## src/rtl/branch_recovery_controller.sv

```systemverilog
// Branch resolution and recovery sequencer: redirects fetch on a mispredict,
// trains the pattern table and BTB, and buffers one branch that arrives while busy.
module branch_recovery_controller #(
   parameter int unsigned CNT_W = 16
) (
   input  logic             clk,
   input  logic             Reset,
   input  logic             Branch_EX,
   input  logic             branchTaken,
   input  logic             prediction_EX,
   input  logic [31:0]      predicted_target_EX,
   input  logic [31:0]      branch_target_EX,
   input  logic [31:0]      PC_EX,
   input  logic [4:0]       GHR_in,
   input  logic [4:0]       GHPT_index_in,
   input  logic [4:0]       G_BTB_index_in,
   output logic             flush,
   output logic             redirect_valid,
   output logic [31:0]      redirect_PC,
   output logic             ghr_restore_valid,
   output logic [4:0]       ghr_restore,
   output logic             pht_we,
   output logic [4:0]       pht_index,
   output logic             pht_taken,
   output logic             btb_we,
   output logic [4:0]       btb_index,
   output logic [31:0]      btb_target,
   output logic             stall_fetch,
   output logic             busy,
   output logic             overflow,
   output logic [CNT_W-1:0] branch_count,
   output logic [CNT_W-1:0] mispredict_count
);

   typedef enum logic [1:0] {IDLE, RECOVER, UPD_PHT, UPD_BTB} state_t;

   typedef struct packed {
      logic        taken;
      logic        mispred;
      logic [31:0] pc;
      logic [31:0] target;
      logic [4:0]  ghr;
      logic [4:0]  pht_idx;
      logic [4:0]  btb_idx;
   } op_t;

   state_t state;
   op_t    cur;
   op_t    pend;
   logic   pend_valid;
   op_t    in_op;
   op_t    start_op;
   logic   accept;

   function automatic logic [CNT_W-1:0] sat_inc(input logic [CNT_W-1:0] c);
      return (c == '1) ? c : c + CNT_W'(1);
   endfunction

   always_comb begin
      in_op         = '0;
      in_op.taken   = branchTaken;
      in_op.mispred = (prediction_EX != branchTaken) ||
                      (branchTaken && (predicted_target_EX != branch_target_EX));
      in_op.pc      = PC_EX;
      in_op.target  = branch_target_EX;
      in_op.ghr     = GHR_in;
      in_op.pht_idx = GHPT_index_in;
      in_op.btb_idx = G_BTB_index_in;
      // a buffered branch is older than the one in EX, so it goes first
      start_op      = pend_valid ? pend : in_op;
      accept        = Branch_EX && ((state == IDLE) ||
                      (((state == UPD_PHT) || (state == UPD_BTB)) && !pend_valid));
   end

   always_ff @(posedge clk or posedge Reset) begin
      if (Reset) begin
         state             <= IDLE;
         cur               <= '0;
         pend              <= '0;
         pend_valid        <= 1'b0;
         flush             <= 1'b0;
         redirect_valid    <= 1'b0;
         redirect_PC       <= '0;
         ghr_restore_valid <= 1'b0;
         ghr_restore       <= '0;
         pht_we            <= 1'b0;
         pht_index         <= '0;
         pht_taken         <= 1'b0;
         btb_we            <= 1'b0;
         btb_index         <= '0;
         btb_target        <= '0;
         stall_fetch       <= 1'b0;
         busy              <= 1'b0;
         overflow          <= 1'b0;
         branch_count      <= '0;
         mispredict_count  <= '0;
      end else begin
         flush             <= 1'b0;
         redirect_valid    <= 1'b0;
         ghr_restore_valid <= 1'b0;
         pht_we            <= 1'b0;
         btb_we            <= 1'b0;

         if (accept)
            branch_count <= sat_inc(branch_count);

         case (state)
            IDLE: begin
               if (pend_valid) begin
                  pend_valid <= Branch_EX;
                  pend       <= in_op;
               end
               if (pend_valid || Branch_EX) begin
                  cur  <= start_op;
                  busy <= 1'b1;
                  if (start_op.mispred) begin
                     state             <= RECOVER;
                     flush             <= 1'b1;
                     redirect_valid    <= 1'b1;
                     ghr_restore_valid <= 1'b1;
                     redirect_PC       <= start_op.taken ? start_op.target : start_op.pc + 32'd4;
                     ghr_restore       <= {start_op.ghr[3:0], start_op.taken};
                     stall_fetch       <= 1'b0;
                     mispredict_count  <= sat_inc(mispredict_count);
                  end else begin
                     state       <= UPD_PHT;
                     pht_we      <= 1'b1;
                     pht_index   <= start_op.pht_idx;
                     pht_taken   <= start_op.taken;
                     stall_fetch <= 1'b1;
                  end
               end
            end

            RECOVER: begin
               // anything buffered or arriving now is on the wrong path
               pend_valid  <= 1'b0;
               state       <= UPD_PHT;
               pht_we      <= 1'b1;
               pht_index   <= cur.pht_idx;
               pht_taken   <= cur.taken;
               stall_fetch <= 1'b1;
            end

            UPD_PHT: begin
               if (cur.taken) begin
                  state       <= UPD_BTB;
                  btb_we      <= 1'b1;
                  btb_index   <= cur.btb_idx;
                  btb_target  <= cur.target;
                  stall_fetch <= 1'b1;
               end else begin
                  state       <= IDLE;
                  stall_fetch <= 1'b0;
                  busy        <= 1'b0;
               end
            end

            UPD_BTB: begin
               state       <= IDLE;
               stall_fetch <= 1'b0;
               busy        <= 1'b0;
            end

            default: begin
               state       <= IDLE;
               stall_fetch <= 1'b0;
               busy        <= 1'b0;
            end
         endcase

         if (Branch_EX && ((state == UPD_PHT) || (state == UPD_BTB))) begin
            if (pend_valid) begin
               overflow <= 1'b1;
            end else begin
               pend       <= in_op;
               pend_valid <= 1'b1;
            end
         end
      end
   end

endmodule

```

## config.mk

```make
export PLATFORM = sky130hd
export DESIGN_NAME = branch_recovery_controller
export DESIGN_NICKNAME = d
export VERILOG_FILES = /design/src/rtl/branch_recovery_controller.sv
export SDC_FILE = /design/constraint.sdc
export NUM_CORES = 1
export LEC_CHECK = 0
export BUFFER_PORTS_ARGS = -buffer_cell sky130_fd_sc_hd__buf_2
export CELL_PAD_IN_SITES_DETAIL_PLACEMENT = 1
export CELL_PAD_IN_SITES_GLOBAL_PLACEMENT = 1
export CORE_MARGIN = 1.5
export CORE_UTILIZATION = 46
export DETAILED_ROUTE_END_ITERATION = 10
export PLACE_DENSITY = 0.93
export SYNTH_ARGS = -nofsm -noshare
export SYNTH_HDL_FRONTEND = slang
export SYNTH_SLANG_ARGS = --single-unit
```

## constraint.sdc

```tcl
create_clock -name clk -period 22.8 [get_ports clk]
set_input_delay 4.56 -clock clk [delete_from_list [all_inputs] [get_ports clk]]
set_output_delay 4.56 -clock clk [all_outputs]
set_load 0.005 [all_outputs]
```

Word level (Yosys, flattened, before mapping) --
Index checks and enable logic that the tools add are counted.
Word-level totals: bits in registers 245, bits of input ports 116, output and inout port bits 120, word-level logic and storage cells 95
Operators by class: add/subtract/negate cells 3, multiplexer cells 33, bitwise logic cells 2, equality and inequality tests 10, reductions and logical operators 20
Operator list (count):
- $mux W81 | 5
- $add A16 B1 Y16 const B | 2
- $add A32 B3 Y32 const B | 1
- $eq A16 B16 Y1 const B | 2
- $mux W32 | 1
- $ne A32 B32 Y1 | 1
- $mux W1 | 15
- $mux W5 | 2
- $pmux W5 S2 | 1
- $reduce_and A3 Y1 | 3
- $pmux W2 S4 | 1
- $reduce_and A2 Y1 | 4
- $mux W2 | 3
- $pmux W1 S2 | 3
- $eq A2 B2 Y1 const B | 2
- $logic_and A1 B1 Y1 | 4
- $logic_or A1 B1 Y1 | 4
- $ne A2 B2 Y1 const B | 2
- $pmux W1 S4 | 1
- $reduce_and A4 Y1 | 1
- $pmux W1 S3 | 1
- $reduce_bool A3 Y1 | 1
- $eq A2 B1 Y1 const B | 1
- $logic_not A2 Y1 | 1
- other kinds (5) | 6

Longest topological paths before layout --
word-level depth 7, mapped depth 15, depth with buffers taken out 9

Worst setup path after synthesis --
OpenSTA, ideal clock, no wires.
path type input-to-reg, start point input port predicted_target_EX[25], end point register mispredict_count[1], stages 8, setup time 125 ps, arrival 6383 ps, slack 16293 ps, data required time 22675 ps, buffers on the path 0, cell sequence xnor2_1 -> nand4_1 -> or4_4 -> nor4_4 -> o31a_4 -> inv_2 -> nand2_1 -> mux2_2
Between the ends: cells in the longest elaborated chain, start to end 5
RTL lines:
- from (decl) | RTL line 11 | input logic [31:0] predicted_target_EX,
- $ne A32 B32 Y1 | RTL line 63 | (branchTaken && (predicted_target_EX != branch_target_EX));
- $logic_and A1 B1 Y1 | RTL line 63
- $logic_or A1 B1 Y1 | RTL line 62 | in_op.mispred = (prediction_EX != branchTaken) ||
- $mux W81 | RTL line 70 | start_op = pend_valid ? pend : in_op;
- $reduce_and A4 Y1 (no line)
- to (signal assigned) | RTL line 124 | mispredict_count <= sat_inc(mispredict_count);
- to (decl) | RTL line 32 | output logic [CNT_W-1:0] mispredict_count
Every way passes these cells. A chain may end at the register's enable or synchronous reset.

Worst setup path in the final report --
start point input port branch_target_EX[8], end point register mispredict_count[1]
Between the ends: cells in the longest elaborated chain, start to end 5
RTL lines:
- from (decl) | RTL line 12 | input logic [31:0] branch_target_EX,
- $ne A32 B32 Y1 | RTL line 63
- $logic_and A1 B1 Y1 | RTL line 63
- $logic_or A1 B1 Y1 | RTL line 62
- $mux W81 | RTL line 70
- $reduce_and A4 Y1 (no line)
Every way passes these cells.

==> results_dict.tcl <==
set metrics [dict create \
    synth_nets 1235 \
    syn_inst 1116 \
    netlist_area_um2 11630 \
    clock-root-buffer "clkbuf_16" \
    endpoint_kind "flop" \
    vias 9576 \
    core_um2 24960 \
    cp-start-kind "input port" \
    die_area_um2 26250 \
    cts_tree "done" \
    rsz0062_at_grt "no" \
    grt_overflow_total 0 \
    worstSetupPathType "in -> reg" \
    path_cells "buf_2 -> xnor2_1 -> nand4_1 -> or4_4 -> nor4_4 -> o31a_4 -> inv_2 -> nand2_1 -> mux2_2" \
    crit_path_top_delay_cell "o31a_4" \
    pwr_density_cell_nw_per_um2 145.0 \
    fin_crit_sh_pct 33.41 \
    cts_sinks 243 \
    grt_pass1_wl_mm 58.35 \
    synth_flop_cell "dfrtp_1" \
    cp.arrival_ps 8020 \
    drtAntennaViolNets 0 \
    initial_utilization_pct 46.59 \
    antenna_found_initial 4 \
    hold_viol 0 \
    clock_latency_ps 530 \
    max_freq_ghz 0.1313 \
    rows 58 \
    clock_path_buffers 3 \
    drc_errors 0 \
    yosysMostFrequentCell "dfrtp_1" \
    wl_mm 37.53 \
    layout-drive-gt1-share_pct 29.07 \
    fin_nets 1447 \
    path_max_fanout 68 \
    crit_path_max_incr_delay_ps 670 \
    pre_cts_slack_ps 14580 \
    worstMarginPinSlew_ps 1039 \
    yosys_register_bits 243 \
    yosysSeqAreaShare_pct 52.29 \
    synth_top_cell_by_area "dfrtp_1" \
    setup_viol 0 \
    hold_path.class "reg -> reg" \
    clk_pin_slew_worst_paths_ps 60 \
    port_buffers 234 \
    async_reset_ff_share_pct 100.0 \
    critPathRequiredTime_ps 23210 \
    ir_drop_v 0.00007123 \
    ctsResizeCount 0 \
    hpwlAfterDp_mm 26.04 \
    h-tree-depth 1 \
    detail_route.iter0.violations 619 \
    grt_usage_pct 28.65 \
    ys_types 52 \
    gp_congestion 0.8491 \
    period_needed_ps 7616 \
    setup_tns_ps 0 \
    slew_violations 0 \
    synth_warnings 0 \
    slew_headroom_pct 30.70 \
    hold_buffers 0 \
    synth_top_area_share_pct 52.29 \
    status "completed" \
    cts_buffers 27 \
    hold_ws_ps 467.0 \
    dr.pass1.iters 7 \
    fin_skew_ps 10.48 \
    ys_top_cells_by_count "dfrtp_1 (243), nand2_1 (187), mux2_2 (94)" \
    synth_edf_count 0 \
    die_y_um 162.0 \
    yosys-top-cells-area "dfrtp_1 (52%), mux2_2 (9.1%), nand2_1 (6.0%)" \
    grt_max_degree 104 \
    vias_per_cell 5.703 \
    grt_pass1_vias 10340 \
    fin_ws_ps 15180 \
    post_cts_buffers 0 \
    maxCapViolations 0 \
    detail_route.wl_per_cell_um 22.35 \
    synth_area_per_cell_um2 10.42 \
    total_leakage_power_nw 6.377 \
    ios 236 \
    dieWidth_um 162.0 \
    area_growth_pct 19.72 \
]
path summary, 6_finish.rpt:
kind | start | to | slack, ps | cells past startpoint
setup / recovery | branch_target_EX[8] | mispredict_count[1] | 15180 | 9
max in group asynchronous | Reset | pend[63] | 17180 | 3
hold / removal | btb_target[15] | btb_target[15] | 470 | 2
min in group asynchronous | Reset | btb_index[3] | 4160 | 2
hold reg to reg | btb_target[15] | btb_target[15] | 470 | 2
setup reg to reg | pend_valid | redirect_PC[20] | 18740 | 8
metal layers:
metal  global-route usage, %  vias up  share of wire [%]
met4                   11.47        0                4.2
li1                        -     4267                  -
met2                   49.20      334                 49
met1                   36.74     4878                 42
met5                       0        -                  0
met3                   3.830       97                4.7
cells in the final DEF (no fill, tap or decap), types with 7 or more instances in the layout:
cell type,n
dfrtp_1,242
buf_2,234
nand2_1,187
mux2_2,94
nor2_1,92
a21oi_1,76
mux2i_1,69
xnor2_1,64
o21ai_0,52
nand3_1,33
clkbuf_16,27
xor2_1,26
nand4_1,24
nor3_1,11
buf_4,9
inv_1,8
and3_1,7
a22oi_1,7
clkbuf_8,7
registers in the layout, indices dropped and copies added (netlist names), 5 cells and up:
register	count
pend	80
cur	43
btb_target	32
redirect_PC	32
branch_count	16
mispredict_count	16
btb_index	5
ghr_restore	5
pht_index	5
power breakdown:
group / switching, mW / internal, mW / total (mW)
Combinational: 0.434 / 0.336 / 0.770
Sequential: 0.164 / 0.636 / 0.801
Clock: 0.176 / 0.272 / 0.448
Total: 0.775 / 1.24 / 2.02
cell families after synthesis:
group,synth area share (%)
xor gates and xnor gates,6.778
buffers and inverters,2.948
DFF,52.29
muxes,15.13
adders and majority gates,0.3228
AOI/OAI and AO/OA,7.972
and+or+nand+nor,14.57
worst max-delay path: cells and delay by family:
kind	cells	cell delay [ps]
buf+inv	2	520
simple gates	4	1490
mux	1	350
xor+xnor	1	400
compound gates	1	670
per-stage QoR:
step / power [mW] / cell area, um2 / utilization (%) / instances
detailed placement: 1.552 / 13010 / 52.12 / 1629
global route: 2.137 / 13920 / 55.76 / 1678
CTS: 2.022 / 13910 / 55.73 / 1675
global placement: 1.486 / 13010 / 52.12 / 1629
finish: 2.019 / 13920 / 55.77 / 1679
floorplan: 1.270 / 11630 / - / 1116
final cells by class:
class | count | area (um2)
Antenna cell | 4 | 10.01
Clock buffer | 39 | 790.8
Clock inverter | 7 | 112.6
Fill cell | 2810 | 11040
Inverter | 10 | 45.04
Multi-Input combinational cell | 803 | 5229
Sequential cell | 243 | 6085
Tap cell | 330 | 412.9
Timing Repair Buffer | 243 | 1239
No activity file was read; power rests on OpenSTA's default activity.
